File: config.mk
export PLATFORM = sky130hd
export DESIGN_NAME = vga_timing_gen_flat
export DESIGN_NICKNAME = d
export VERILOG_FILES = /design/src/rtl/vga_timing_gen_if.sv /design/src/rtl/vga_timing_gen.sv /design/src/flat_wrapper.sv
export SDC_FILE = /design/constraint.sdc
export NUM_CORES = 1
export LEC_CHECK = 0
export ABC_AREA = 0
export BUFFER_PORTS_ARGS = -buffer_cell sky130_fd_sc_hd__buf_4
export CORE_MARGIN = 2
export CORE_UTILIZATION = 56
export DETAILED_ROUTE_END_ITERATION = 10
export PLACE_DENSITY_LB_ADDON = 0.05
export SKIP_CTS_REPAIR_TIMING = 1
export SLEW_MARGIN = 20
export SYNTH_ARGS = -nofsm -noshare
export SYNTH_HDL_FRONTEND = slang
export SYNTH_SLANG_ARGS = --single-unit
File: constraint.sdc
create_clock -name clk -period 3 [get_ports clk]
set_input_delay 0 -clock clk [delete_from_list [all_inputs] [get_ports clk]]
set_output_delay 0 -clock clk [all_outputs]
set_load 0.02 [all_outputs]
File: src/rtl/vga_timing_gen_if.sv
// Pixel-side bundle between the raster timing generator and the colour logic / VGA pins.
// The timing generator is the master: it issues scan coordinates and drives the pins.
interface vga_timing_gen_if;
  logic        pix_en;
  logic [10:0] draw_x;
  logic [9:0]  draw_y;
  logic [3:0]  draw_r;
  logic [3:0]  draw_g;
  logic [3:0]  draw_b;
  logic [3:0]  vga_r;
  logic [3:0]  vga_g;
  logic [3:0]  vga_b;
  logic        vga_hs;
  logic        vga_vs;
  logic        frame_tick;

  modport master (
    input  pix_en, draw_r, draw_g, draw_b,
    output draw_x, draw_y, vga_r, vga_g, vga_b, vga_hs, vga_vs, frame_tick
  );

  modport slave (
    output pix_en, draw_r, draw_g, draw_b,
    input  draw_x, draw_y, vga_r, vga_g, vga_b, vga_hs, vga_vs, frame_tick
  );
endinterface

File: src/rtl/vga_timing_gen.sv
// Raster counters, sync/blank delay line matched to the colour pipeline, and the
// registered VGA pin stage with blanking; also emits a start-of-vblank frame tick.
module vga_timing_gen #(
  parameter int H_ACTIVE = 1280,
  parameter int H_FP     = 64,
  parameter int H_SYNC   = 136,
  parameter int H_BP     = 200,
  parameter int V_ACTIVE = 800,
  parameter int V_FP     = 1,
  parameter int V_SYNC   = 3,
  parameter int V_BP     = 24,
  parameter bit H_POL    = 1'b0,
  parameter bit V_POL    = 1'b1,
  parameter int PIPE     = 2
) (
  input logic clk,
  input logic rst_n,
  vga_timing_gen_if.master bus
);

  localparam int H_TOTAL = H_ACTIVE + H_FP + H_SYNC + H_BP;
  localparam int V_TOTAL = V_ACTIVE + V_FP + V_SYNC + V_BP;

  localparam logic [10:0] H_LAST   = 11'(H_TOTAL - 1);
  localparam logic [10:0] H_ACT    = 11'(H_ACTIVE);
  localparam logic [10:0] HS_FIRST = 11'(H_ACTIVE + H_FP);
  localparam logic [10:0] HS_LAST  = 11'(H_ACTIVE + H_FP + H_SYNC - 1);
  localparam logic [9:0]  V_LAST   = 10'(V_TOTAL - 1);
  localparam logic [9:0]  V_ACT    = 10'(V_ACTIVE);
  localparam logic [9:0]  V_PRE_BL = 10'(V_ACTIVE - 1);
  localparam logic [9:0]  VS_FIRST = 10'(V_ACTIVE + V_FP);
  localparam logic [9:0]  VS_LAST  = 10'(V_ACTIVE + V_FP + V_SYNC - 1);

  generate
    if (H_TOTAL > 2048 || V_TOTAL > 1024 || PIPE < 1 || PIPE > 4) begin : g_bad_params
      $error("vga_timing_gen: totals exceed 11/10-bit counters or PIPE outside 1..4");
    end
  endgenerate

  logic [10:0] hcount_p0;
  logic [9:0]  vcount_p0;
  logic        tick_p0;
  logic        h_last, v_last;
  logic        active_raw, hs_raw, vs_raw;

  logic [PIPE-1:0] act_dly_p1;
  logic [PIPE-1:0] hs_dly_p1;
  logic [PIPE-1:0] vs_dly_p1;

  logic [3:0] r_p2, g_p2, b_p2;
  logic       hs_p2, vs_p2;

  // Stage 0: scan counters and frame tick
  assign h_last = (hcount_p0 == H_LAST);
  assign v_last = (vcount_p0 == V_LAST);

  always_ff @(posedge clk or negedge rst_n) begin
    if (!rst_n) begin
      hcount_p0 <= '0;
      vcount_p0 <= '0;
      tick_p0   <= 1'b0;
    end else begin
      // Pulses for one clk only; cleared on any following cycle, enabled or not.
      tick_p0 <= bus.pix_en && h_last && (vcount_p0 == V_PRE_BL);
      if (bus.pix_en) begin
        if (h_last) begin
          hcount_p0 <= '0;
          vcount_p0 <= v_last ? '0 : vcount_p0 + 10'd1;
        end else begin
          hcount_p0 <= hcount_p0 + 11'd1;
        end
      end
    end
  end

  assign active_raw = (hcount_p0 < H_ACT) && (vcount_p0 < V_ACT);
  assign hs_raw     = (hcount_p0 >= HS_FIRST && hcount_p0 <= HS_LAST) ? H_POL : ~H_POL;
  assign vs_raw     = (vcount_p0 >= VS_FIRST && vcount_p0 <= VS_LAST) ? V_POL : ~V_POL;

  // Stage 1: delay line matching the external colour pipeline depth
  always_ff @(posedge clk or negedge rst_n) begin
    if (!rst_n) begin
      act_dly_p1 <= '0;
      hs_dly_p1  <= {PIPE{~H_POL}};
      vs_dly_p1  <= {PIPE{~V_POL}};
    end else if (bus.pix_en) begin
      act_dly_p1[0] <= active_raw;
      hs_dly_p1[0]  <= hs_raw;
      vs_dly_p1[0]  <= vs_raw;
      for (int i = 1; i < PIPE; i++) begin
        act_dly_p1[i] <= act_dly_p1[i-1];
        hs_dly_p1[i]  <= hs_dly_p1[i-1];
        vs_dly_p1[i]  <= vs_dly_p1[i-1];
      end
    end
  end

  // Stage 2: registered pins with blanking
  always_ff @(posedge clk or negedge rst_n) begin
    if (!rst_n) begin
      r_p2  <= '0;
      g_p2  <= '0;
      b_p2  <= '0;
      hs_p2 <= ~H_POL;
      vs_p2 <= ~V_POL;
    end else if (bus.pix_en) begin
      hs_p2 <= hs_dly_p1[PIPE-1];
      vs_p2 <= vs_dly_p1[PIPE-1];
      if (act_dly_p1[PIPE-1]) begin
        r_p2 <= bus.draw_r;
        g_p2 <= bus.draw_g;
        b_p2 <= bus.draw_b;
      end else begin
        r_p2 <= '0;
        g_p2 <= '0;
        b_p2 <= '0;
      end
    end
  end

  assign bus.draw_x     = hcount_p0;
  assign bus.draw_y     = vcount_p0;
  assign bus.frame_tick = tick_p0;
  assign bus.vga_r      = r_p2;
  assign bus.vga_g      = g_p2;
  assign bus.vga_b      = b_p2;
  assign bus.vga_hs     = hs_p2;
  assign bus.vga_vs     = vs_p2;

endmodule

File: src/flat_wrapper.sv
// flat-port wrapper written by rule: the top's interface ports become plain ports
module vga_timing_gen_flat 
#(
  parameter int H_ACTIVE = 1280,
  parameter int H_FP     = 64,
  parameter int H_SYNC   = 136,
  parameter int H_BP     = 200,
  parameter int V_ACTIVE = 800,
  parameter int V_FP     = 1,
  parameter int V_SYNC   = 3,
  parameter int V_BP     = 24,
  parameter bit H_POL    = 1'b0,
  parameter bit V_POL    = 1'b1,
  parameter int PIPE     = 2
)
  (clk, rst_n, bus_pix_en, bus_draw_r, bus_draw_g, bus_draw_b, bus_draw_x, bus_draw_y, bus_vga_r, bus_vga_g, bus_vga_b, bus_vga_hs, bus_vga_vs, bus_frame_tick);
  vga_timing_gen_if bus_i ();
  input logic clk;
  input logic rst_n;
  input wire logic [$bits(bus_i.pix_en)-1:0] bus_pix_en;
  input wire logic [$bits(bus_i.draw_r)-1:0] bus_draw_r;
  input wire logic [$bits(bus_i.draw_g)-1:0] bus_draw_g;
  input wire logic [$bits(bus_i.draw_b)-1:0] bus_draw_b;
  output wire logic [$bits(bus_i.draw_x)-1:0] bus_draw_x;
  output wire logic [$bits(bus_i.draw_y)-1:0] bus_draw_y;
  output wire logic [$bits(bus_i.vga_r)-1:0] bus_vga_r;
  output wire logic [$bits(bus_i.vga_g)-1:0] bus_vga_g;
  output wire logic [$bits(bus_i.vga_b)-1:0] bus_vga_b;
  output wire logic [$bits(bus_i.vga_hs)-1:0] bus_vga_hs;
  output wire logic [$bits(bus_i.vga_vs)-1:0] bus_vga_vs;
  output wire logic [$bits(bus_i.frame_tick)-1:0] bus_frame_tick;
  assign bus_i.pix_en = bus_pix_en;
  assign bus_i.draw_r = bus_draw_r;
  assign bus_i.draw_g = bus_draw_g;
  assign bus_i.draw_b = bus_draw_b;
  assign bus_draw_x = bus_i.draw_x;
  assign bus_draw_y = bus_i.draw_y;
  assign bus_vga_r = bus_i.vga_r;
  assign bus_vga_g = bus_i.vga_g;
  assign bus_vga_b = bus_i.vga_b;
  assign bus_vga_hs = bus_i.vga_hs;
  assign bus_vga_vs = bus_i.vga_vs;
  assign bus_frame_tick = bus_i.frame_tick;
  vga_timing_gen #(.H_ACTIVE(H_ACTIVE), .H_FP(H_FP), .H_SYNC(H_SYNC), .H_BP(H_BP), .V_ACTIVE(V_ACTIVE), .V_FP(V_FP), .V_SYNC(V_SYNC), .V_BP(V_BP), .H_POL(H_POL), .V_POL(V_POL), .PIPE(PIPE)) u_core (.clk(clk), .rst_n(rst_n), .bus(bus_i));
endmodule
# == Word level (Yosys, flattened, before mapping) ==
# Index checks and enable logic that the tools add are counted.
# totals
inputBits,15
regBits,42
wordCells,35
# op_classes
n_mux,7
n_reduce_logical,6
addsub,2
n_lt_le_gt_ge,6
eq_ne,3
# ops
op,n
$eq 10x10->1 const B,2
$mux 4,3
$add 11x1->11 const B,1
$eq 11x11->1 const B,1
$ge 11x11->1 const B,1
$le 11x11->1 const B,1
$lt 11x11->1 const B,1
$mux 11,1
$add 10x1->10 const B,1
$ge 10x10->1 const B,1
$le 10x10->1 const B,1
$lt 10x10->1 const B,1
$mux 10,1
$logic_and 1x1->1,5
$mux 1,2
$reduce_and 2->1,1

# == Longest topological paths before layout ==
# Gate-level depths: netlist (run 1).
# logic_depth
depth_word,3
depth_mapped,7
mapped_depth_nobuf,5

# == Worst setup path before layout (run 1) ==
# OpenSTA, ideal clock, no wires.
# synth_path
path_kind,reg2reg
startpoint,"register u_core.hcount_p0[0], in the netlist u_core.bus.draw_x[0]"
endpoint,"register u_core.vcount_p0[5], in the netlist u_core.bus.draw_y[5]"
t_arrival_ns,1.679
required_time_ns,2.918
synth_period_minus_slack_ns,1.760
path_stages_with_launch,8
slack_ns,1.240
path_cell_list,dfrtp_1 -> ha_1 -> nand4_2 -> and4b_1 -> buf_2 -> buf_2 -> a21oi_1 -> a31oi_1
# synth_between
elab_chain_cells,2
# synth_lines
item,line_no,source
from (decl),vga_timing_gen.sv:40,logic [10:0] hcount_p0;
from (signal assigned),vga_timing_gen.sv:70,hcount_p0 <= hcount_p0 + 11'd1;
$eq 11x11->1,vga_timing_gen.sv:54,assign h_last = (hcount_p0 == H_LAST);
$reduce_and 2->1 (no line),n/a,
to (signal assigned),vga_timing_gen.sv:68,vcount_p0 <= v_last ? '0 : vcount_p0 + 10'd1;
to (decl),vga_timing_gen.sv:41,logic [9:0] vcount_p0;
# Every way passes these cells.
# A chain may end at the register's enable or synchronous reset.

# == Worst setup path in the final report (run 1) ==
# layout_path
startpoint,"register u_core.hcount_p0[0], in the netlist u_core.bus.draw_x[0]"
endpoint,"register u_core.vcount_p0[7], in the netlist u_core.bus.draw_y[7]"
# The elaborated chain is that of the path after synthesis.

==> flow_summary.json, run 1 <==
{
  "fmax_mhz": 496.1,
  "grt_start_max_net_pins": 43,
  "timing.setup.tns_ps": 0,
  "reg2regPathDepth": 5,
  "firstDrtPassIters": 5,
  "gpl_congestion": 0.9266,
  "final-setup-viol-count": 0,
  "path_clk_slew_ps": 120,
  "source_to_sink_clock_delay_at_the_later_pin_of_the_worst_skew_pair_ps": 350,
  "critical_path_required_ps": 3240,
  "grt_most_used_layer": "met2",
  "run_status": "finished clean",
  "netlist.top_cell.by_area": "dfrtp_1",
  "dp.final_hpwl_um": 2887,
  "htree_num_levels": 2,
  "cp-start-kind": "flop",
  "area_delta_synth_final_pct": 28.14,
  "path_category_of_the_worst_min_delay_check": "input pin to flop",
  "synth_cell_types": 48,
  "slowest_stage": "and4b_1",
  "skew_ps": 8.927,
  "hold_ws_ps": 61.83,
  "layout_common_cells": "buf_4, dfrtp_1, nand3_1, inv_1, o21ai_0",
  "drc": 0,
  "timing.critical_path.max_delay_family": "simple AND/OR/NAND/NOR gates",
  "cts_made_buffers": 5,
  "via_per_inst": 5.623,
  "wirelength_um": 4367,
  "tightestPinTransition_ps": 508.3,
  "report.final.slew_viol_count": 0,
  "synth_largest_type_area_fraction": 0.4803,
  "worstPathBufferInverterCount": 0,
  "detailroute.via_count": 1698,
  "power.static_leakage_nw": 1.255,
  "die_extent_in_x_um": 64.24,
  "tritoncts": "yes",
  "ys_top_cells_by_area": "dfrtp_1, nand3_1, o21ai_0",
  "syn_inst": 194,
  "commonest_non_fill_non_tap_cell_in_the_layout": "buf_4",
  "grt_pass1_vias": 1554,
  "detail_route.iter0.violations": 74,
  "grt_setup_unrepaired": "no",
  "critPathMaxStageDelay_ps": 610,
  "antenna_violations_before_repair": 0,
  "buffer_ports.inserted": 50,
  "routed_wire_length_per_instance_um": 14.46,
  "floorplan.rows": 21,
  "peakVddDrop_mv": 0.4626,
  "initial_utilization": 0.5949,
  "clock_tree.buffer_depth": 2,
  "total_die_area_mm2": 0.004126,
  "slew-limit-headroom": 0.6611,
  "end_kind": "flop",
  "num-fill-cells": 241,
  "final.min_clock_period_ps": 2016,
  "grt_overflow_total": 0,
  "antenna-diode-count": 0,
  "cts.root.buffer_cell": "clkbuf_4",
  "synth_seq_area_share": 0.5191,
  "critical_path.cell_chain": "ha_1 > nand4_2 > and4b_1 > nand4_1 > xnor2_1",
  "syn_area_per_cell_um2": 10.47,
  "power.density_cell_area_mw_per_mm2": 494.3,
  "max_cap_violations": 0,
  "gr-usage-all-layers": 0.2189,
  "die_height_um": 64.24,
  "syn-cell-area_mm2": 0.002032,
  "design.core.area_mm2": 0.003416,
  "grt_use_met2": 0.3424,
  "antenna_violating_nets_post_route": 0,
  "cp.arrival_ps": 2250,
  "ios": 51,
  "globalRouteMet3Util": 0.05282,
  "worstSetupPathDepth": 5,
  "layout-drive-gt1-share": 0.2969,
  "synth_fp_nets": 213,
  "clkSinkCount": 42,
  "num-nets-final": 274,
  "first_pass_grt_wire_length_um": 7079,
  "report.final.hold_viol_count": 0,
  "synth_register_bits": 42,
  "worst_hold_path.num_cells": 3,
  "yosys_warnings": 0,
  "worstPathMaxFanout": 15,
  "finalCritPeriodShare": 0.6719,
  "groute.layer.met1.usage": 0.2917,
  "path_class": "flop to flop"
}
## synth_stat cells (all sizes together)
cell type  instances
a2111oi            1
a21boi             1
a21o               1
a21oi              4
a311oi             1
a31oi              3
a32o               1
and2               1
and2b              1
and3               2
and4               3
and4b              2
and4bb             1
buf                5
clkbuf             4
dfrtp             39
dfstp              3
ha                 4
inv               18
mux2               6
mux2i              1
nand2              9
nand3             21
nand4              7
nand4b             3
nor2              10
nor3               1
nor3b              1
o2111ai            1
o21ai             21
o2bb2ai            2
o311ai             1
o31ai              1
o32a               1
or2                1
or3                1
or3b               1
or4                1
xnor2              4
xor2               5
## per-layer routing
layer,wire [µm],vias to the layer above
li1,-,815
met1,1980,814
met2,2021,57
met3,269,12
met4,95,0
met5,0,-
## worst paths after layout
| check | start | end | slack, ps |
|---|---|---|---|
| setup / recovery | u_core.bus.draw_x[0] | u_core.bus.draw_y[7] | 980 |
| hold / removal | bus_pix_en | u_core.bus.draw_x[1] | 60 |
| setup reg to reg | u_core.bus.draw_x[0] | u_core.bus.draw_y[7] | 980 |
| hold reg to reg | u_core.vs_dly_p1[1] | u_core.vs_dly_p1[1] | 520 |
| max in group asynchronous | rst_n | u_core.hs_dly_p1[1] | 2470 |
| min in group asynchronous | rst_n | u_core.bus.vga_b[3] | 160 |
## kinds of logic after synthesis
logic type / synth area share
buffers and inverters: 0.05849
AND/OR/NAND/NOR: 0.2032
XOR/XNOR: 0.03879
AO/OA/AOI/OAI: 0.1176
flip-flops: 0.5191
multiplexers: 0.03818
adder cells (fa/ha/maj): 0.02463
## metrics by stage
stage                     worst slack [ps]  power (mW)  cell area (µm²)  utilization  std cells
after detailed placement              1012      0.9919             2414       0.7066        281
final                                984.3       1.287             2604       0.7623        302
after global placement                1126      0.9826             2414       0.7066        281
after CTS                            991.1       1.281             2474       0.7242        289
after floorplan                       1240      0.8527             2032            -        194
after global routing                 823.2       1.364             2604       0.7623        302
## power by group
group / internal, mW / switching (mW)
clock: 0.114 / 0.175
combinational: 0.136 / 0.162
sequential: 0.619 / 0.0822
total: 0.868 / 0.419
## tightest hold or removal path, stage by stage
cell	delay, ps
buf_4	230
nand2_1	110
o2bb2ai_1	50
## area by class of cell
class,count,area (µm²),area share
flip-flops and latches,42,1055,0.4051
multi-input cells,125,858.3,0.3296
repair buffers,63,505.5,0.1941
inverters,18,67.56,0.02595
well taps,46,57.56,0.02210
clock buffers,7,55.05,0.02114
clock inverters,1,5.005,0.001922
## state kept, by name, summed over array words and instances (netlist names)
signal / cells
u_core.act_dly_p1: 2
u_core.bus.draw_x: 11
u_core.bus.draw_y: 10
u_core.bus.frame_tick: 1
u_core.bus.vga_b: 4
u_core.bus.vga_g: 4
u_core.bus.vga_hs: 1
u_core.bus.vga_r: 4
u_core.bus.vga_vs: 1
u_core.hs_dly_p1: 2
u_core.vs_dly_p1: 2
Power figures use the tool's default switching activity.
==> inputs of run 2 (changes only) <==
--- a/config.mk
+++ b/config.mk
@@ -8,7 +8,7 @@
 export ABC_AREA = 0
 export BUFFER_PORTS_ARGS = -buffer_cell sky130_fd_sc_hd__buf_4
 export CORE_MARGIN = 2
-export CORE_UTILIZATION = 56
+export CORE_UTILIZATION = 52
 export DETAILED_ROUTE_END_ITERATION = 10
 export PLACE_DENSITY_LB_ADDON = 0.05
 export SKIP_CTS_REPAIR_TIMING = 1
==> constraint.sdc (replaced) <==
create_clock -name clk -period 2 [get_ports clk]
set_input_delay 0 -clock clk [delete_from_list [all_inputs] [get_ports clk]]
set_output_delay 0 -clock clk [all_outputs]
set_load 0.02 [all_outputs]
==> flow_summary.json, run 2 (synthesis gave the netlist of run 1 again) <==
{
  "run_status": "finished clean",
  "clkSinkCount": 42,
  "clock_tree.buffer_depth": 2,
  "path_category_of_the_worst_min_delay_check": "input pin to flop",
  "rr_startpoint": "u_core.bus.draw_x[0]",
  "design.core.area_mm2": 0.003716,
  "path_clk_slew_ps": 70,
  "dp_worst_setup_slack_ps": 186.2,
  "fmax_mhz": 545.8,
  "via_per_inst": 5.412,
  "die_extent_in_x_um": 66.51,
  "htree_num_levels": 2,
  "report.final.slew_viol_count": 0,
  "die_height_um": 66.51,
  "final.min_clock_period_ps": 1832,
  "max_cap_violations": 0,
  "timing.critical_path.from": "u_core.bus.draw_x[0]",
  "reg2reg_setup_slack_ps": 170,
  "antenna-diode-count": 0,
  "total_die_area_mm2": 0.004424,
  "combPwrFrac": 0.222,
  "source_to_sink_clock_delay_at_the_later_pin_of_the_worst_skew_pair_ps": 300,
  "critical_path_required_ps": 2180,
  "floorplan.rows": 22,
  "detailroute.via_count": 1667,
  "globalRouteMet3Util": 0.05405,
  "grt_setup_unrepaired": "no",
  "min_from": "bus_pix_en",
  "holdPathEnd": "u_core.bus.draw_x[1]",
  "cts.root.buffer_cell": "clkbuf_8",
  "layout-drive-gt1-share": 0.3077,
  "cp-start-kind": "flop",
  "power.density_cell_area_mw_per_mm2": 757.5,
  "timing.setup.tns_ps": 0,
  "first_pass_grt_wire_length_um": 7017,
  "grt_start_max_net_pins": 43,
  "reg2regPathDepth": 5,
  "wirelength_um": 4198,
  "ios": 51,
  "dp.final_hpwl_um": 2954,
  "tightestPinTransition_ps": 512.0,
  "worstPathMaxFanout": 8,
  "num-fill-cells": 282,
  "final-setup-viol-count": 0,
  "worst_hold_path.num_cells": 3,
  "power_switching_uw": 638.4,
  "power.static_leakage_nw": 1.285,
  "num-nets-final": 278,
  "initial_utilization": 0.5468,
  "cp.arrival_ps": 2010,
  "gr-usage-all-layers": 0.2118,
  "grt_use_met2": 0.3613,
  "power_frac_clock": 0.258,
  "slew-limit-headroom": 0.6586,
  "buffer_ports.inserted": 50,
  "groute.layer.met1.usage": 0.2582,
  "peakVddDrop_mv": 0.6360,
  "share_of_total_power_in_sequential_cells": 0.520,
  "tritoncts": "yes",
  "drc": 0,
  "hold_ws_ps": 59.60,
  "grt_most_used_layer": "met2",
  "detail_route.iter0.violations": 59,
  "report.final.hold_viol_count": 0,
  "grt_overflow_total": 0,
  "cts_made_buffers": 5,
  "antenna_violations_before_repair": 0,
  "gpl_congestion": 0.8372,
  "end_kind": "flop",
  "power.switching_fraction": 0.3170,
  "grt_pass1_vias": 1595,
  "skew_ps": 6.975,
  "p_int_mw": 1.376,
  "final_worst_setup_slack_ps": 168.0,
  "layout_common_cells": "buf_4, dfrtp_1, nand3_1, inv_1, o21ai_0",
  "flip_flop_count_of_the_largest_register_after_layout": 11,
  "firstDrtPassIters": 4,
  "commonest_non_fill_non_tap_cell_in_the_layout": "buf_4",
  "finalCritPeriodShare": 0.9160,
  "area_delta_synth_final_pct": 30.85,
  "path_class": "flop to flop",
  "routed_wire_length_per_instance_um": 13.63,
  "antenna_violating_nets_post_route": 0,
  "r2r-end": "u_core.bus.draw_y[6]"
}
## run 2: cell types whose count changed in the layout (fill, tap and decap cells not counted), sizes merged
| cell | change |
|---|---|
| clkbuf | -1 |
| buf | +4 |
| clkinv | +1 |
## run 2: critical path: stages (launching register included)
cell and delay, ps:
dfrtp_1 440, ha_1 270, nand4_2 170, and4b_1 460
nand4_1 210, xnor2_1 170
## run 2: layout make-up
| type | count | area [µm²] | area share |
|---|---|---|---|
| flip-flops and latches | 42 | 1055 | 0.3967 |
| repair buffers | 67 | 535.5 | 0.2014 |
| inverters | 18 | 67.56 | 0.02541 |
| clock buffers | 6 | 72.57 | 0.02729 |
| clock inverters | 2 | 10.01 | 0.003765 |
| multi-input cells | 125 | 858.3 | 0.3228 |
| well taps | 48 | 60.06 | 0.02259 |
## run 2: stage by stage
stage / utilization / cells / area (µm²) / total power, mW
6_report: 0.7155 / 308 / 2659 / 2.014
5_1_grt: 0.7155 / 308 / 2659 / 2.134
4_1_cts: 0.6805 / 295 / 2529 / 2.021
3_3_place_gp: 0.6582 / 287 / 2446 / 1.478
3_5_place_dp: 0.6582 / 287 / 2446 / 1.490
2_1_floorplan: - / 194 / 2032 / 1.279
## run 2: metal layers
| layer | share of wire | up-vias |
|---|---|---|
| li1 | - | 821 |
| met1 | 0.44 | 790 |
| met2 | 0.49 | 50 |
| met3 | 0.055 | 6 |
| met4 | 0.014 | 0 |
| met5 | 0 | - |
## run 2: power by group through the flow
stage                     sequential, mW  clock, mW  combinational, mW
after global placement              1.06          0              0.422
after detailed placement            1.06          0              0.428
final                               1.05      0.520              0.447
after CTS                           1.05      0.545              0.430
after global routing                1.06      0.579              0.492
after floorplan                     1.13          0              0.147
## run 2: worst max-delay path by stage
stage | to | slack (ps) | cells after the start
3_3_place_gp | u_core.bus.draw_y[6] | 330 | 5
5_1_grt | u_core.bus.draw_y[6] | 40 | 5
6_report | u_core.bus.draw_y[6] | 170 | 5
2_1_floorplan | u_core.bus.draw_y[5] | 240 | 7
3_5_place_dp | u_core.bus.draw_y[6] | 190 | 5
4_1_cts | u_core.bus.draw_y[6] | 170 | 5
==> inputs of run 3 (changes only) <==
--- a/config.mk
+++ b/config.mk
@@ -8,7 +8,7 @@
 export ABC_AREA = 0
 export BUFFER_PORTS_ARGS = -buffer_cell sky130_fd_sc_hd__buf_4
 export CORE_MARGIN = 2
-export CORE_UTILIZATION = 52
+export CORE_UTILIZATION = 56
 export DETAILED_ROUTE_END_ITERATION = 10
 export PLACE_DENSITY_LB_ADDON = 0.05
 export SKIP_CTS_REPAIR_TIMING = 1
==> constraint.sdc (replaced) <==
create_clock -name clk -period 2.2 [get_ports clk]
set_input_delay 0 -clock clk [delete_from_list [all_inputs] [get_ports clk]]
set_output_delay 0 -clock clk [all_outputs]
set_load 0.02 [all_outputs]
==> flow_summary.json, run 3 (synthesis gave the netlist of run 1 again) <==
{
  "tritoncts": "yes",
  "cts.root.buffer_cell": "clkbuf_4",
  "reg2reg_setup_slack_ps": 340,
  "finalCritPeriodShare": 0.8473,
  "path_category_of_the_worst_min_delay_check": "input pin to flop",
  "via_per_inst": 5.436,
  "worstPathMaxFanout": 9,
  "fmax_mhz": 536.4,
  "end_kind": "flop",
  "cts_made_buffers": 5,
  "antenna-diode-count": 0,
  "num-fill-cells": 254,
  "layout-drive-gt1-share": 0.3035,
  "clkSinkCount": 42,
  "total_die_area_mm2": 0.004126,
  "grt_overflow_total": 0,
  "path_class": "flop to flop",
  "timing.critical_path.from": "u_core.bus.draw_x[0]",
  "routed_wire_length_per_instance_um": 14.01,
  "dp.final_hpwl_um": 2891,
  "firstDrtPassIters": 4,
  "antenna_violating_nets_post_route": 0,
  "final.min_clock_period_ps": 1864,
  "report.final.hold_viol_count": 0,
  "detailed_place.area_mm2": 0.002421,
  "layout.cell_area.non_filler_mm2": 0.002615,
  "first_pass_grt_wire_length_um": 6975,
  "design.core.area_mm2": 0.003416,
  "multi_input_comb_area_um2": 858.3,
  "layout_common_cells": "buf_4, dfrtp_1, nand3_1, inv_1, o21ai_0",
  "clock_tree.buffer_depth": 2,
  "drc": 0,
  "critical_path_required_ps": 2480,
  "num-nets-final": 275,
  "path_clk_slew_ps": 130,
  "report.final.slew_viol_count": 0,
  "floorplan.rows": 21,
  "cp-start-kind": "flop",
  "cp.arrival_ps": 2150,
  "tightestPinTransition_ps": 511.2,
  "run_status": "finished clean",
  "buffer_ports.inserted": 50,
  "slew-limit-headroom": 0.6592,
  "detailroute.via_count": 1647,
  "wirelength_um": 4244,
  "gr-usage-all-layers": 0.2177,
  "htree_num_levels": 2,
  "initial_utilization": 0.5949,
  "grt_pass1_vias": 1507,
  "antenna_violations_before_repair": 0,
  "gpl_congestion": 0.9042,
  "grt_start_max_net_pins": 43,
  "rr_startpoint": "u_core.bus.draw_x[0]",
  "ios": 51,
  "peakVddDrop_mv": 0.5109,
  "detail_route.iter0.violations": 49,
  "die_height_um": 64.24,
  "final-setup-viol-count": 0,
  "die_extent_in_x_um": 64.24,
  "commonest_non_fill_non_tap_cell_in_the_layout": "buf_4",
  "power.density_cell_area_mw_per_mm2": 674.6,
  "source_to_sink_clock_delay_at_the_later_pin_of_the_worst_skew_pair_ps": 360,
  "timing.setup.tns_ps": 0,
  "flip_flop_count_of_the_largest_register_after_layout": 11,
  "sequential_cell_area_mm2": 0.001055,
  "grt_setup_unrepaired": "no",
  "power.static_leakage_nw": 1.260,
  "max_cap_violations": 0,
  "area_delta_synth_final_pct": 28.69,
  "skew_ps": 12.41,
  "min_from": "bus_pix_en"
}
[run 3: changes by cell type in the layout (fill, tap and decap cells not counted), sizes merged]
cell,before,now
buf,54,51
clkinvlp,0,1
clkinv,2,1
[run 3: worst max-delay path, stage by stage, from the launching register on]
cell	delay (ps)
dfrtp_1	450
ha_1	280
nand4_2	180
and4b_1	480
buf_4	220
nand3_1	80
o21ai_1	100
[run 3: metrics by stage]
step | util | hold WS, ps | total power, mW | worst slack [ps] | std cells
floorplan | - | -295.6 | 1.163 | 439.5 | 194
global placement | 0.7088 | 4.230 | 1.341 | 479.3 | 282
detailed placement | 0.7088 | 13.31 | 1.354 | 379.1 | 282
CTS | 0.7275 | -394.1 | 1.764 | 337.1 | 290
global route | 0.7656 | 87.95 | 1.863 | 181.3 | 303
finish | 0.7656 | 69.66 | 1.764 | 335.9 | 303
[run 3: per-layer routing]
layer	track usage	up-vias	share of wire
met5	0	-	0
met4	0.1011	0	0.017
met3	0.04049	8	0.059
met2	0.3503	47	0.48
met1	0.2866	770	0.45
li1	-	822	-
[run 3: final cells by class]
cell class                      count  share of cell area
Tap cell                           46             0.02201
Timing Repair Buffer               64              0.1962
Inverter                           18             0.02584
Sequential cell                    42              0.4033
Multi-Input combinational cell    125              0.3282
Clock inverter                      2            0.004785
Clock buffer                        6             0.01962
[run 3: final timing paths]
check,to,cells after the start
setup / recovery,u_core.bus.draw_y[1],6
hold / removal,u_core.hs_dly_p1[0],2
setup reg to reg,u_core.bus.draw_y[1],6
hold reg to reg,u_core.vs_dly_p1[0],1
max in group asynchronous,u_core.hs_dly_p1[1],2
min in group asynchronous,u_core.bus.draw_x[9],2
[run 3: where the power goes]
group | total [mW] | switching [mW] | internal, mW
sequential | 0.955 | 0.111 | 0.844
clock | 0.404 | 0.251 | 0.154
combinational | 0.405 | 0.220 | 0.185
